$ cat src/rtl/dedup_pkg.sv
// Shared types and sizing for the duplicate-removal path.
// Used by the dedup writer stage and the list streamer.
package dedup_pkg;

  localparam int DATA_W = 8;
  localparam int N      = 9;
  localparam int CNT_W  = 4;

  typedef enum logic {
    ST_IDLE,
    ST_STREAM
  } state_e;

  function automatic int clamp_count(
    input int count,
    input int n
  );
    return (count > n) ? n : count;
  endfunction

endpackage

$ cat src/rtl/unique_list_streamer.sv
// Reader side of the dedup stage: holds one compacted list
// and streams its valid entries out one per cycle.
module unique_list_streamer #(
  parameter int DATA_W = dedup_pkg::DATA_W,
  parameter int N      = dedup_pkg::N,
  parameter int CNT_W  = dedup_pkg::CNT_W
) (
  input  logic                clk,
  input  logic                rst_n,
  input  logic                load_valid,
  output logic                load_ready,
  input  logic [N*DATA_W-1:0] list_in,
  input  logic [CNT_W-1:0]    count_in,
  output logic                out_valid,
  input  logic                out_ready,
  output logic [DATA_W-1:0]   out_data,
  output logic [CNT_W-1:0]    out_index,
  output logic                out_last,
  output logic                done,
  output logic                count_err
);
  import dedup_pkg::*;

  state_e state_q, state_d;

  logic [DATA_W-1:0] buf_q [N];
  logic [CNT_W-1:0]  cnt_q, cnt_d;
  logic              load_en;

  logic              valid_d;
  logic [DATA_W-1:0] data_d;
  logic [CNT_W-1:0]  index_d;
  logic              last_d;
  logic              done_d;
  logic              err_d;
  logic              ready_d;

  logic [CNT_W-1:0]  nxt_idx;
  logic [DATA_W-1:0] nxt_data;

  assign nxt_idx = out_index + 1'b1;

  always_comb begin
    nxt_data = '0;
    for (int k = 0; k < N; k++) begin
      if (nxt_idx == CNT_W'(k)) begin
        nxt_data = buf_q[k];
      end
    end
  end

  always_comb begin
    state_d = state_q;
    cnt_d   = cnt_q;
    load_en = 1'b0;
    valid_d = out_valid;
    data_d  = out_data;
    index_d = out_index;
    last_d  = out_last;
    done_d  = 1'b0;
    err_d   = 1'b0;
    ready_d = load_ready;
    unique case (state_q)
      ST_IDLE: begin
        if (load_valid && load_ready) begin
          load_en = 1'b1;
          cnt_d   = CNT_W'(clamp_count(
                      int'(count_in), N));
          err_d   = int'(count_in) > N;
          if (cnt_d == '0) begin
            done_d = 1'b1;
          end else begin
            // slot 0 comes straight from the input:
            // the buffer is written on this same edge
            state_d = ST_STREAM;
            valid_d = 1'b1;
            data_d  = list_in[DATA_W-1:0];
            index_d = '0;
            last_d  = (cnt_d == CNT_W'(1));
            ready_d = 1'b0;
          end
        end
      end
      ST_STREAM: begin
        if (out_ready) begin
          if (out_last) begin
            state_d = ST_IDLE;
            valid_d = 1'b0;
            data_d  = '0;
            index_d = '0;
            last_d  = 1'b0;
            done_d  = 1'b1;
            ready_d = 1'b1;
          end else begin
            data_d  = nxt_data;
            index_d = nxt_idx;
            last_d  = (nxt_idx == cnt_q - 1'b1);
          end
        end
      end
      default: begin
        state_d = ST_IDLE;
      end
    endcase
  end

  always_ff @(posedge clk or negedge rst_n) begin
    if (!rst_n) begin
      state_q    <= ST_IDLE;
      cnt_q      <= '0;
      out_valid  <= 1'b0;
      out_data   <= '0;
      out_index  <= '0;
      out_last   <= 1'b0;
      done       <= 1'b0;
      count_err  <= 1'b0;
      load_ready <= 1'b1;
    end else begin
      state_q    <= state_d;
      cnt_q      <= cnt_d;
      out_valid  <= valid_d;
      out_data   <= data_d;
      out_index  <= index_d;
      out_last   <= last_d;
      done       <= done_d;
      count_err  <= err_d;
      load_ready <= ready_d;
    end
  end

  always_ff @(posedge clk or negedge rst_n) begin
    if (!rst_n) begin
      for (int k = 0; k < N; k++) begin
        buf_q[k] <= '0;
      end
    end else if (load_en) begin
      for (int k = 0; k < N; k++) begin
        buf_q[k] <= list_in[k*DATA_W +: DATA_W];
      end
    end
  end

endmodule

$ cat config.mk
export PLATFORM = sky130hd
export DESIGN_NAME = unique_list_streamer
export DESIGN_NICKNAME = d
export VERILOG_FILES = /design/src/rtl/dedup_pkg.sv /design/src/rtl/unique_list_streamer.sv
export SDC_FILE = /design/constraint.sdc
export NUM_CORES = 1
export LEC_CHECK = 0
export CAP_MARGIN = 20
export CORE_UTILIZATION = 52
export CTS_CLUSTER_DIAMETER = 100
export DETAILED_ROUTE_END_ITERATION = 7
export PLACE_DENSITY = 0.8
export SLEW_MARGIN = 20
export SYNTH_ARGS = -nofsm -noshare
export SYNTH_HDL_FRONTEND = slang
export SYNTH_SLANG_ARGS = --single-unit
$ cat constraint.sdc
create_clock -name clk -period 2.5 [get_ports clk]
set_input_delay 0.5 -clock clk [delete_from_list [all_inputs] [get_ports clk]]
set_output_delay 0.5 -clock clk [all_outputs]
set_load 0.01 [all_outputs]
==> impl_results.md, run 1 <==
- Hold_buf cts: 0
- Crit path cell chain: inv_1, ha_1, clkinv_1, nor2_1, o31ai_1, a211o_1, a31o_1
- Clock transition at path regs: 0.10 ns
- Ant. Diodes: 0
- Post-CTS Resized: 0
- Worst VDD drop: 0.303 mV
- Cell Rows: 34
- First-pass DRT Iterations: 6
- Initial antenna violation count: 0
- FF-to-FF Start: out_index[1]
- Outcome: completed
- Post-synth EDFFs: 0
- Number of post-CTS setup repair buffers: 0
- Prevailing post-synth register cell: dfrtp_1
- CP startpoint kind: flip-flop
- R2R Setup Slk: 0.19 ns
- Register area: 0.00235 sq mm
- CTS tree: built
- Pin count of the biggest net entering global routing: 56
- Setup crit end kind: flip-flop
- Peak Freq: 0.433 GHz
- Pwr/cell area: 448 mW/mm^2
- Reg-to-Reg End: out_data[7]
- Post-synthesis cell count: 584
- Die extent in y: 98.7 um
- Total die area: 0.00975 sq mm
- Worst path required time: 2.76 ns
- Cell variety after synth: 61
- LEAKAGE: 0.00295 uW
- Vias in the first global route: 4327
- Async S/R FF share, synth: 100%
- Crit Path Category: reg -> reg
- I/O pins: 97
- R2r worst-path depth: 7
- Post-Syn Area: 0.00486 sq mm
- Max stage delay on crit path: 0.50 ns
- Gpl congestion: 0.895
- Total GRT Usage: 28.7%
- CTS H-tree depth: 3
- Max Cap Viol: 0
- Crit path DAT: 2.57 ns
- Routed length per instance: 16.6 um
- CTS sink cnt: 94
- Post-route design area: 0.00616 sq mm
- DRC Markers: 0
- First-pass GRT wire length: 21700 um
- Multi-input logic area: 0.00228 sq mm
- Slew Limit Fails: 0
- Area Growth Syn to Fin: 26.7%
- Fillers: 720
- Post-synthesis sequential area ratio: 48.4%
- Avg Cell Area, Syn: 8.33 sq um
- Remaining Overflow, GRT: 0
- Later-pin clock latency in the skew report: 0.37 ns
- Slew headroom: 63.2%
- Synth Warn #: 0
- Period minus WS final: 2.31 ns
- Cell Area, Placed: 0.00596 sq mm
- Tcrit/Tclk final: 92.4%
- Final WL: 13000 um
- Synthesized Nets: 670
- HPWL after detailed placement: 9690 um
- Final setup fails: 0
- Setup TNS: 0 ns
- Number of I/O port buffers: 96
- Unrepaired setup endpoints after global routing: no
- Synth Register Bits: 94
- Nets: 759
- Clock tree root driver cell: clkbuf_8
- Final ANT Viol Nets: 0
- Starting Density: 54.7%
- Routed vias: 4428
- Worst Tran Pin Value: 0.552 ns
- Vias/cell: 5.63
- Crit-path max FO: 11
- Die width: 98.7 um
- Share of post-route cells with drive strength above 1: 7.08%
- Worst clock skew: 0.0123 ns
- Detailed Route Iter0 Violations: 279
- HP Class: in -> async
- Core Footprint: 0.00889 sq mm
- Final Hold Fails: 0
- Slowest CP cell: dfrtp_1
- Number of buffers created by CTS: 9
- Max clock buf depth: 2
-- cell type report --
| type | count | share of cell area (%) |
|---|---|---|
| Timing Repair Buffer | 113 | 18.2 |
| Inverter | 17 | 1.04 |
| Clock buffer | 9 | 2.01 |
| Sequential cell | 94 | 38.2 |
| Tap cell | 108 | 2.19 |
| Multi-Input combinational cell | 438 | 37.0 |
| Clock inverter | 7 | 1.32 |
-- worst max-delay path: cells and delay by family (launching register included) --
kind | cells | cell delay [ns]
buf+inv | 2 | 0.48
simple gates | 1 | 0.20
compound gates | 3 | 0.60
flops | 1 | 0.50
fa+ha+maj | 1 | 0.41
-- metrics by stage --
stage | hold slack, ns | power (uW) | cells | utilization (%) | setup WS [ns]
final | 0.0923 | 2760 | 786 | 69.3 | 0.191
after detailed placement | 0.463 | 1720 | 770 | 67.0 | 0.232
after floorplan | 0.204 | 1560 | 584 | - | 0.498
after global routing | 0.129 | 2860 | 786 | 69.3 | 0.0263
after global placement | 0.462 | 1720 | 770 | 67.0 | 0.254
after CTS | 0.115 | 2770 | 786 | 69.3 | 0.220
-- sequential cells by signal (all words and copies together), names as in the netlist --
name	flops
buf_q	72
out_data	8
cnt_q	4
out_index	4
count_err	1
done	1
load_ready	1
out_last	1
out_valid	1
state_q	1
-- cells in the final DEF, fill, tap and decap left out, types with 2 or more instances in the layout --
master             n
nand2b_1           3
xor2_1             3
o31a_1             2
nand3b_1           7
nor2_1            19
a22oi_1            4
inv_8              2
buf_12             3
nor2b_1            7
o21ai_0           34
nand3_1            4
a221oi_1           3
and3_1             5
a31oi_1            7
o31ai_1            4
a31o_1             2
nor3_1            10
ha_1               6
buf_4             15
o41ai_1            2
nor4b_1            2
clkdlybuf4s50_1   95
o21ai_1            8
xnor2_1            4
a21o_1             2
dfrtp_1           93
a211o_1            3
a21oi_1           31
clkbuf_8           9
o22ai_1            5
clkinvlp_4         2
a221o_1            6
inv_1             15
nand2_1          229
-- cell families after synthesis --
logic type	count (synthesis)	synth area share (%)
AND/OR/NAND/NOR	297	26.2
adder cells (fa/ha/maj)	6	1.54
buffers and inverters	52	4.73
multiplexers	1	0.206
XOR/XNOR	7	1.26
AO/OA/AOI/OAI	127	17.7
flip-flops	94	48.4
-- power breakdown --
part | switching [uW] | internal, uW | total (uW)
combinational | 59.0 | 115 | 174
sequential | 0 | 1520 | 1520
clock | 592 | 478 | 1070
total | 651 | 2110 | 2760
-- synth_stat cells, types with 5 or more instances --
master | instances | area [sq um]
nand2_1 | 229 | 860
dfrtp_1 | 93 | 2330
o21ai_0 | 34 | 170
a21oi_1 | 31 | 155
nor2_1 | 19 | 71.3
inv_1 | 15 | 56.3
clkbuf_1 | 13 | 48.8
buf_2 | 10 | 50.1
nor3_1 | 10 | 50.1
buf_1 | 8 | 30.0
o21ai_1 | 8 | 40.0
a31oi_1 | 7 | 43.8
nand3b_1 | 7 | 52.6
nor2b_1 | 7 | 43.8
a221o_1 | 6 | 60.1
and3_1 | 6 | 37.5
ha_1 | 6 | 75.1
o22ai_1 | 5 | 31.3
-- per-layer routing --
metal | vias up | wire (um) | global-route usage, %
met5 | - | 0 | 0
met3 | 15 | 656 | 3.55
li1 | 2133 | - | -
met2 | 159 | 6130 | 46.3
met4 | 0 | 187 | 7.58
met1 | 2121 | 6070 | 41.2
-- worst max path at each step --
stage / start / endpoint / slack (ns) / cells past startpoint
floorplan: out_index[0] / out_data[1] / 0.50 / 8
global placement: count_in[0] / out_last / 0.25 / 7
detailed placement: count_in[0] / out_last / 0.23 / 7
CTS: out_index[1] / out_data[7] / 0.22 / 7
global route: out_index[1] / out_data[7] / 0.03 / 7
finish: out_index[1] / out_data[7] / 0.19 / 7
Power figures use the tool's default switching activity.
==> run 2, diff against run 1 <==
--- a/config.mk
+++ b/config.mk
@@ -9,6 +9,7 @@
 export CORE_UTILIZATION = 52
 export CTS_CLUSTER_DIAMETER = 100
 export DETAILED_ROUTE_END_ITERATION = 7
+export GPL_ROUTABILITY_DRIVEN = 1
 export PLACE_DENSITY = 0.8
 export SLEW_MARGIN = 20
 export SYNTH_ARGS = -nofsm -noshare
==> results of run 2 <==
Same layout as run 1: the final DEF is identical, and so are final timing and power.
